===== config.mk =====
export PLATFORM = sky130hd
export DESIGN_NAME = rf_burst_reader
export DESIGN_NICKNAME = d
export VERILOG_FILES = /design/src/rtl/rf_burst_reader.sv
export SDC_FILE = /design/constraint.sdc
export NUM_CORES = 1
export LEC_CHECK = 0
export ABC_AREA = 1
export CORE_ASPECT_RATIO = 0.6
export CORE_MARGIN = 8
export CORE_UTILIZATION = 36
export DETAILED_ROUTE_END_ITERATION = 12
export GPL_TIMING_DRIVEN = 0
export MAX_ROUTING_LAYER = met4
export PLACE_DENSITY = 0.77
export SKIP_LAST_GASP = 1
export SYNTH_ARGS = -nofsm -noshare
export SYNTH_HDL_FRONTEND = slang
export SYNTH_SLANG_ARGS = --single-unit

===== constraint.sdc =====
create_clock -name clk -period 2.9 [get_ports clk]
set_input_delay 0.58 -clock clk [delete_from_list [all_inputs] [get_ports clk]]
set_output_delay 0.58 -clock clk [all_outputs]
set_load 0.01 [all_outputs]

===== src/rtl/rf_burst_reader.sv =====
// rf_burst_reader: sweeps a register-file address window and streams each word on a valid/ready output.
// Optional feature macro BURST_RD_STRIDE_EN: adds a stride input and steps the read address by it (default stride 1).
// Ports: clk, reset (async, active-low); start/base/len/abort command inputs (stride when enabled);
//        rdaddr/ren/rddata combinational register-file read port; out_data/out_valid/out_ready output stream;
//        busy (not idle), done (pulse after last accepted word), err (pulse on rejected over-length start).
module rf_burst_reader #(
    parameter int MAX_LEN = 32,
    parameter int CNT_W   = $clog2(MAX_LEN + 1)
) (
    input  logic        clk,
    input  logic        reset,
    input  logic        start,
    input  logic [31:0] base,
    input  logic [31:0] len,
`ifdef BURST_RD_STRIDE_EN
    input  logic [31:0] stride,
`endif
    input  logic        abort,
    output logic [31:0] rdaddr,
    output logic        ren,
    input  logic [31:0] rddata,
    output logic [31:0] out_data,
    output logic        out_valid,
    input  logic        out_ready,
    output logic        busy,
    output logic        done,
    output logic        err
);
    typedef enum logic [1:0] {IDLE, FILL, STREAM, DONE} state_t;
    state_t           state_q, state_d;
    logic [CNT_W-1:0] idx_q, idx_d, len_q, len_d;
    logic [31:0]      out_data_q, out_data_d;
    logic             out_valid_q, out_valid_d, done_q, done_d, err_q, err_d;
    logic [31:0]      rd_ptr;
`ifdef BURST_RD_STRIDE_EN
    // running address accumulator avoids a base + idx*stride multiplier
    logic [31:0]      addr_q, addr_d, stride_q, stride_d;
    assign rd_ptr = addr_q;
`else
    logic [31:0]      base_q, base_d;
    assign rd_ptr = base_q + 32'(idx_q);
`endif
    // a read happens only when the word will be consumed, so stalls never re-read
    assign ren       = !abort && (state_q == FILL || (state_q == STREAM && out_ready && idx_q < len_q));
    assign rdaddr    = ren ? rd_ptr : '0;
    assign out_data  = out_data_q;
    assign out_valid = out_valid_q;
    assign busy      = state_q != IDLE;
    assign done      = done_q;
    assign err       = err_q;
    always_comb begin
        state_d     = state_q;
        idx_d       = idx_q;
        len_d       = len_q;
        out_data_d  = out_data_q;
        out_valid_d = out_valid_q;
        err_d       = 1'b0;
`ifdef BURST_RD_STRIDE_EN
        addr_d      = addr_q;
        stride_d    = stride_q;
`else
        base_d      = base_q;
`endif
        if (state_q == IDLE && start) begin
            if (len > 32'(MAX_LEN)) begin
                err_d = 1'b1;
            end else if (len == 32'd0) begin
                state_d = DONE;
            end else begin
                len_d   = len[CNT_W-1:0];
                idx_d   = '0;
                state_d = FILL;
`ifdef BURST_RD_STRIDE_EN
                addr_d   = base;
                stride_d = stride;
`else
                base_d   = base;
`endif
            end
        end else if ((state_q == FILL || state_q == STREAM) && abort) begin
            state_d     = IDLE;
            out_valid_d = 1'b0;
        end else if (ren) begin
            out_data_d  = rddata;
            out_valid_d = 1'b1;
            idx_d       = idx_q + 1'b1;
            state_d     = STREAM;
`ifdef BURST_RD_STRIDE_EN
            addr_d      = addr_q + stride_q;
`endif
        end else if (state_q == STREAM && out_ready) begin
            out_valid_d = 1'b0;
            state_d     = DONE;
        end else if (state_q == DONE) begin
            state_d = IDLE;
        end
        done_d = state_d == DONE;
    end
    always_ff @(posedge clk or negedge reset) begin
        if (!reset) begin
            state_q     <= IDLE;
            idx_q       <= '0;
            len_q       <= '0;
            out_data_q  <= '0;
            out_valid_q <= 1'b0;
            done_q      <= 1'b0;
            err_q       <= 1'b0;
`ifdef BURST_RD_STRIDE_EN
            addr_q      <= '0;
            stride_q    <= '0;
`else
            base_q      <= '0;
`endif
        end else begin
            state_q     <= state_d;
            idx_q       <= idx_d;
            len_q       <= len_d;
            out_data_q  <= out_data_d;
            out_valid_q <= out_valid_d;
            done_q      <= done_d;
            err_q       <= err_d;
`ifdef BURST_RD_STRIDE_EN
            addr_q      <= addr_d;
            stride_q    <= stride_d;
`else
            base_q      <= base_d;
`endif
        end
    end
endmodule

==> impl_metrics.sql, run 1 <==
INSERT INTO impl_metrics (metric_group, metric, value, unit) VALUES
('global_routing', 'grt_pass1_wl', '25400', 'um'),
('synth', 'synth_xor_xnor_area_share', '3.18', '%'),
('floorplanning', 'fp.dieArea', '17000', 'um^2'),
('timing', 'setup_tns', '0', 'ns'),
('synth', 'synthesis.area', '4680', 'um^2'),
('clock_network', 'h-tree-depth', '3', ''),
('pwr', 'total_leakage_power', '3.52', 'nW'),
('global_routing', 'first_global_vias', '4995', ''),
('synth', 'synth_area_per_cell', '7.19', 'um^2'),
('min_path', 'min-delay-path-class', 'in -> async', ''),
('floorplanning', 'initial_utilization', '36.7', '%'),
('pwr', 'internal_pwr_total', '0.00311', 'W'),
('placement', 'finalWeightedCongestion', '0.950', ''),
('pwr', 'vdd_ir_drop_max', '501', 'uV'),
('synth', 'synth_warnings', '0', ''),
('layout', 'most-common-layout-cells', 'nand2_1 (201), clkdlybuf4s50_1 (135), nor2_1 (84)', ''),
('synth', 'synthesis.nets', '770', ''),
('synth', 'synth_seq_cells', '81', ''),
('layout', 'num_antenna_cells', '0', ''),
('pwr', 'power.share.clock', '26.0', '%'),
('synth', 'synth_cell_type_count', '24', ''),
('synth', 'synth_adder_area_share', '4.97', '%'),
('drt', 'wirelength', '16400', 'um'),
('drt', 'route.vias.total', '4944', ''),
('layout', 'share_of_post_route_cells_with_drive_strength_above_1', '17.1', '%'),
('timing', 'fin_worst_skew', '0.0109', 'ns'),
('clock_network', 'cts_made_buffers', '9', ''),
('clock_network', 'hold_buffers', '0', ''),
('timing', 'slew_viol_final', '0', ''),
('layout', 'layout-area-overhead-vs-synth', '54.9', '%'),
('timing', 'transition_time_at_the_pin_with_the_least_slew_margin', '0.576', 'ns'),
('clock_network', 'clock_tree_root_buffer_cell', 'clkbuf_16', ''),
('pwr', 'power.combinational.fraction', '40.4', '%'),
('placement', 'post_dp_cell_area', '6610', 'um^2'),
('pwr', 'power.total', '0.00473', 'W'),
('pwr', 'power.density_cell_area', '652', 'nW/um^2'),
('synth', 'synth.area.mux_share', '0', '%'),
('drt', 'detailedRoute.firstIterationViolations', '288', ''),
('clock_network', 'numClockSinks', '81', ''),
('clock_network', 'path_clk_slew', '0.06', 'ns'),
('drt', 'vias_per_cell', '4.83', ''),
('synth', 'yosys.area_share.simple', '31.7', '%'),
('synth', 'synth_seq_area_share', '43.3', '%'),
('timing', 'layout_min_cycle_time', '2.90', 'ns'),
('synth', 'share_of_the_synthesized_area_in_compound_gates_ao_oa_aoi_oai', '8.34', '%'),
('pwr', 'power.switching', '0.00162', 'W'),
('layout', 'layout_commonest_cell', 'nand2_1', ''),
('drt', 'remaining_drc_errors', '0', ''),
('layout', 'stdcell_area', '7250', 'um^2'),
('placement', 'port_buffers', '169', ''),
('setup_path', 'kind_of_launch_point_of_the_worst_setup_path', 'flip-flop', ''),
('timing', 'final.period_utilization', '99.9', '%'),
('global_routing', 'overflow', '0', ''),
('clock_network', 'worstSkewPairLatency', '0.34', 'ns'),
('timing', 'max_freq', '345', 'MHz'),
('timing', 'slew_headroom', '61.6', '%'),
('pwr', 'power.share.switching', '34.2', '%'),
('setup_path', 'critical_path.endpoint_type', 'output pin', ''),
('layout', 'nNetsFinal', '968', ''),
('flow_run', 'drv_cap', '0', ''),
('synth', 'synthCells', '651', ''),
('timing', 'hold_violations', '0', ''),
('clock_network', 'tritoncts', 'built', ''),
('floorplanning', 'rows', '32', ''),
('setup_path', 'path_max_fanout', '3', ''),
('global_routing', 'antenna_found_initial', '0', ''),
('synth', 'synth_top_family_by_area', 'simple AND/OR/NAND/NOR gates', ''),
('floorplanning', 'ios', '170', ''),
('drt', 'wl_per_cell', '16.1', 'um'),
('setup_path', 'timing.critical_path.arrival', '2.32', 'ns'),
('setup_path', 'worst_ep_required_time', '2.32', 'ns'),
('status', 'run_status', 'finished, final reports clean', ''),
('layout', 'postLayoutCoreUtil', '56.8', '%'),
('timing', 'rsz_0062_raised_after_global_routing', 'true', ''),
('global_routing', 'global_route_usage_over_all_layers', '19.1', '%'),
('pwr', 'p_seq_share', '33.6', '%'),
('timing', 'setup_failing_eps_final', '0', ''),
('drt', 'drt_first_pass_iters', '5', ''),
('setup_path', 'critical_path_class', 'reg -> out', ''),
('floorplanning', 'die_x', '163', 'um'),
('floorplanning', 'die_h', '104', 'um'),
('floorplanning', 'core_area', '12800', 'um^2'),
('placement', 'hpwl', '12100', 'um'),
('clock_network', 'cts_max_path_buffers', '2', ''),
('drt', 'detail-route-antenna-nets', '0', ''),
('global_routing', 'grt_max_degree', '70', '');
-- power groups by stage --
stage | Clock [W] | Combinational (W) | Sequential, W
global route | 0.00129 | 0.00211 | 0.00162
finish | 0.00123 | 0.00191 | 0.00159
CTS | 0.00125 | 0.00183 | 0.00158
floorplan | 0 | 0.000682 | 0.00167
detailed placement | 0 | 0.00176 | 0.00158
global placement | 0 | 0.00173 | 0.00159
-- metrics by stage --
stage	worst slack [ns]	hold WS, ns	instances
after floorplan	0.435	0.284	651
after global placement	-1.74	0.458	990
after detailed placement	-0.724	0.452	991
after CTS	-0.0725	0.0890	1012
after global routing	-0.0887	0.0952	1023
final	0.00151	0.0902	1023
-- synthesized netlist by cell type --
master | instances | area, um^2
fa_1 | 1 | 20.0
xnor2_1 | 8 | 70.1
clkbuf_1 | 9 | 33.8
nor2_4 | 1 | 11.3
nor2_2 | 1 | 6.26
nand3_2 | 1 | 10.0
ha_1 | 17 | 213
clkinv_1 | 1 | 3.75
nand4_1 | 14 | 87.6
o21ai_0 | 41 | 205
buf_6 | 2 | 22.5
nor3_1 | 14 | 70.1
nand3_4 | 1 | 17.5
nand2_1 | 217 | 815
nand3b_1 | 1 | 7.51
xor2_1 | 9 | 78.8
inv_1 | 81 | 304
a21oi_2 | 10 | 87.6
a21oi_1 | 18 | 90.1
buf_2 | 7 | 35.0
dfrtp_1 | 81 | 2030
nand3_1 | 22 | 110
o21a_1 | 1 | 7.51
nor2_1 | 93 | 349
-- critical path, cell delays in order, from the launching register on --
cell and delay (ns):
dfrtp_1 0.44, ha_4 0.19, fa_2 0.35, nand3_2 0.10, nand3_4 0.10, buf_6 0.14
nand2_4 0.05, nand2_4 0.06, nand2_4 0.09, nor2_4 0.04, a21oi_2 0.12, o21a_1 0.14
buf_2 0.13
-- cell families (layout without fill, tap and decap cells) --
family / count (synthesis) / in the layout
compound gates: 70 / 70
xor+xnor: 17 / 17
fa+ha+maj: 18 / 18
buf+inv: 100 / 302
flops: 81 / 81
simple gates: 365 / 365
-- repair_timing --
item / in CTS / in global routing
buffers inserted: 6 / 10
pin swaps: 4 / 19
endpoints found under the setup margin: 33 / 33
cloned: 0 / 1
resized for setup: 107 / 99
-- cell type report --
type                       count  area [um^2]
fill                        1167         5520
multi-input combinational    470         2540
sequential                    81         2030
timing repair buffer         187         1720
inverter                      82          313
clock buffer                   9          225
tap                          170          213
buffer                        18          123
clock inverter                 6         92.6
-- sequential cells by signal (all words and copies together) (netlist names) --
register,flops
base_q,32
out_data,32
idx_q,6
len_q,6
state_q,2
done,1
err,1
out_valid,1
-- path summary, 6_finish.rpt --
kind,startpoint,end,slack (ns),depth (start not counted)
hold / removal,reset,base_q[1],0.09,1
setup / recovery,idx_q[0],rdaddr[22],0.002,12
max in group asynchronous,reset,out_data[20],2.20,2
hold reg to reg,out_data[7],out_data[7],0.48,2
setup reg to reg,idx_q[2],out_data[19],0.78,12
min in group clk,out_data[7],out_data[7],0.48,2
-- routing by layer --
metal / vias up / wire, um / track usage, %
met5: - / 0 / -
met4: 0 / 171 / 3.78
met3: 16 / 1870 / 7.71
met2: 227 / 7080 / 27.9
met1: 2281 / 7300 / 24.5
li1: 2420 / - / -
No activity file was read; power rests on OpenSTA's default activity.
==> inputs of run 2 (changes only) <==
Settings changed: CTS_BUF_LIST from default to sky130_fd_sc_hd__clkbuf_2, CTS_CLUSTER_SIZE from default to 12.
==> impl_metrics.sql, run 2 (synthesis gave the netlist of run 1 again) <==
INSERT INTO impl_metrics (metric_group, metric, value, unit) VALUES
('status', 'run_status', 'complete, but fails checks', ''),
('status', 'violations', 'setup timing', ''),
('clock_network', 'numClockSinks', '81', ''),
('drt', 'routed-wl-met2', '7680', 'um'),
('timing', 'max_freq', '321', 'MHz'),
('pwr', 'vdd_ir_drop_max', '436', 'uV'),
('setup_path', 'path_max_fanout', '4', ''),
('setup_path', 'r2r_start', 'idx_q[5]', ''),
('drt', 'top_layer', 'met4', ''),
('setup_path', 'critical_path.reg2reg.endpoint', 'out_data[19]', ''),
('global_routing', 'antenna_found_initial', '0', ''),
('drt', 'route.vias.total', '5079', ''),
('setup_path', 'critical-path-slowest-cell', 'dfrtp_1', ''),
('drt', 'vias_per_cell', '4.86', ''),
('clock_network', 'worstSkewPairLatency', '0.54', 'ns'),
('setup_path', 'timing.critical_path.arrival', '2.53', 'ns'),
('pwr', 'power.total', '0.00436', 'W'),
('placement', 'hpwl', '12100', 'um'),
('setup_path', 'worst_ep_required_time', '2.32', 'ns'),
('layout', 'postLayoutCoreUtil', '58.5', '%'),
('clock_network', 'clock_tree_root_buffer_cell', 'clkbuf_2', ''),
('flow_run', 'drv_cap', '0', ''),
('drt', 'wirelength', '17200', 'um'),
('setup_path', 'kind_of_launch_point_of_the_worst_setup_path', 'flip-flop', ''),
('drt', 'detailedRoute.firstIterationViolations', '284', ''),
('drt', 'met3WireLength', '1930', 'um'),
('layout', 'num_antenna_cells', '0', ''),
('drt', 'remaining_drc_errors', '0', ''),
('floorplanning', 'rows', '32', ''),
('layout', 'most-common-layout-cells', 'nand2_1 (192), clkdlybuf4s50_1 (135), dfrtp_1 (76)', ''),
('setup_path', 'crit_path_cell_trace', 'ha_2 -> fa_2 -> nand3_2 -> nand3_4 -> nand2_4 -> nand2_8 -> buf_4 -> nand4_1 -> xor2_1 -> nor2_1 -> buf_2', ''),
('placement', 'port_buffers', '169', ''),
('global_routing', 'overflow', '0', ''),
('timing', 'transition_time_at_the_pin_with_the_least_slew_margin', '0.559', 'ns'),
('setup_path', 'worst_path_largest_cell_delay', '0.45', 'ns'),
('floorplanning', 'fp.dieArea', '17000', 'um^2'),
('clock_network', 'cts_max_path_buffers', '2', ''),
('clock_network', 'cts_made_buffers', '9', ''),
('layout', 'layout-area-overhead-vs-synth', '59.7', '%'),
('setup_path', 'timing.reg2reg.worst_path_depth', '13', ''),
('floorplanning', 'initial_utilization', '36.7', '%'),
('setup_path', 'critical_path_class', 'reg -> out', ''),
('drt', 'wl_per_cell', '16.4', 'um'),
('global_routing', 'first_global_vias', '5188', ''),
('clock_network', 'h-tree-depth', '3', ''),
('drt', 'detail-route-antenna-nets', '0', ''),
('global_routing', 'grt_max_degree', '70', ''),
('global_routing', 'grt_pass1_wl', '26500', 'um'),
('layout', 'nNetsFinal', '991', ''),
('timing', 'final.period_utilization', '107', '%'),
('drt', 'drt_first_pass_iters', '6', ''),
('clock_network', 'path_clk_slew', '0.25', 'ns'),
('timing', 'hold_violations', '0', ''),
('timing', 'fin_worst_skew', '0.0431', 'ns'),
('layout', 'layout_commonest_cell', 'nand2_1', ''),
('drt', 'route.layer.met1.wl', '7350', 'um'),
('placement', 'finalWeightedCongestion', '0.950', ''),
('layout', 'share_of_post_route_cells_with_drive_strength_above_1', '23.3', '%'),
('timing', 'layout_min_cycle_time', '3.11', 'ns'),
('min_path', 'min-delay-path-class', 'in -> async', ''),
('clock_network', 'tritoncts', 'built', ''),
('floorplanning', 'die_x', '163', 'um'),
('floorplanning', 'core_area', '12800', 'um^2'),
('timing', 'rsz_0062_raised_after_global_routing', 'true', ''),
('timing', 'slew_headroom', '62.7', '%'),
('global_routing', 'global_route_usage_over_all_layers', '19.8', '%'),
('timing', 'slew_viol_final', '0', ''),
('pwr', 'total_leakage_power', '3.68', 'nW'),
('timing', 'setup_failing_eps_final', '33', ''),
('floorplanning', 'die_h', '104', 'um'),
('layout', 'n_fill_cell', '1123', ''),
('setup_path', 'setup.reg_to_reg.worst_slack', '0.61', 'ns'),
('floorplanning', 'ios', '170', ''),
('setup_path', 'critical_path.endpoint_type', 'output pin', ''),
('timing', 'fin_ws', '-0.212', 'ns'),
('pwr', 'power.density_cell_area', '584', 'nW/um^2');
[run 2: final cells by class]
type,instances,area (um^2),share of cell area [%]
Buffer,17,115,1.54
Clock buffer,9,45.0,0.603
Clock inverter,6,92.6,1.24
Inverter,82,320,4.28
Multi-Input combinational cell,470,2720,36.4
Sequential cell,81,2030,27.2
Tap cell,170,213,2.85
Timing Repair Buffer,211,1940,25.9
[run 2: how the worst max path moves through the flow]
| stage | to | slack [ns] | from |
|---|---|---|---|
| final | rdaddr[28] | -0.21 | base_q[0] |
| after global routing | rdaddr[31] | -0.36 | idx_q[4] |
| after CTS | rdaddr[14] | -0.24 | len_q[4] |
| after detailed placement | rdaddr[14] | -0.72 | out_ready |
| after global placement | out_data[13] | -1.74 | reset |
| after floorplan | rdaddr[16] | 0.43 | idx_q[0] |
[run 2: per-layer routing]
layer / vias to the layer above / track usage, %
met5: - / -
met4: 0 / 3.26
met3: 19 / 7.83
met2: 243 / 29.8
met1: 2348 / 25.1
li1: 2469 / -
[run 2: through the flow]
stage          TNS, ns  cell area, um^2  cells  hold WS, ns  setup slack, ns
6_report         -4.11             7480   1046        0.382           -0.212
3_3_place_gp   -155.99             6590    990        0.458            -1.74
5_1_grt          -8.85             7480   1046        0.339           -0.360
4_1_cts          -4.57             7200   1034        0.359           -0.244
2_1_floorplan        0             4680    651        0.284            0.435
3_5_place_dp    -16.41             6610    991        0.452           -0.724
[run 2: timing repair]
| action | CTS | global route |
|---|---|---|
| endpoints found under the setup margin | 33 | 33 |
| pin swaps | 29 | 29 |
| hold buffers | 1 | 0 |
| endpoints found under the hold margin | 12 | 0 |
| gates resized for setup | 226 | 62 |
| cloned | 1 | 1 |
| buffers inserted | 26 | 12 |
[run 2: critical path, delay by kind of cell (launching register included)]
kind | cells | cell delay, ns
buffers and inverters | 2 | 0.27
adder cells (fa/ha/maj) | 2 | 0.56
XOR/XNOR | 1 | 0.16
AND/OR/NAND/NOR | 6 | 0.54
flip-flops | 1 | 0.45
[run 2: where the power goes]
group          total (W)  internal [W]  switching (W)  leakage, nW
clock network   0.000708      0.000284       0.000424       0.0746
logic            0.00209       0.00107        0.00102         2.60
registers        0.00157       0.00139       0.000174         1.01
total            0.00436       0.00275        0.00162         3.68
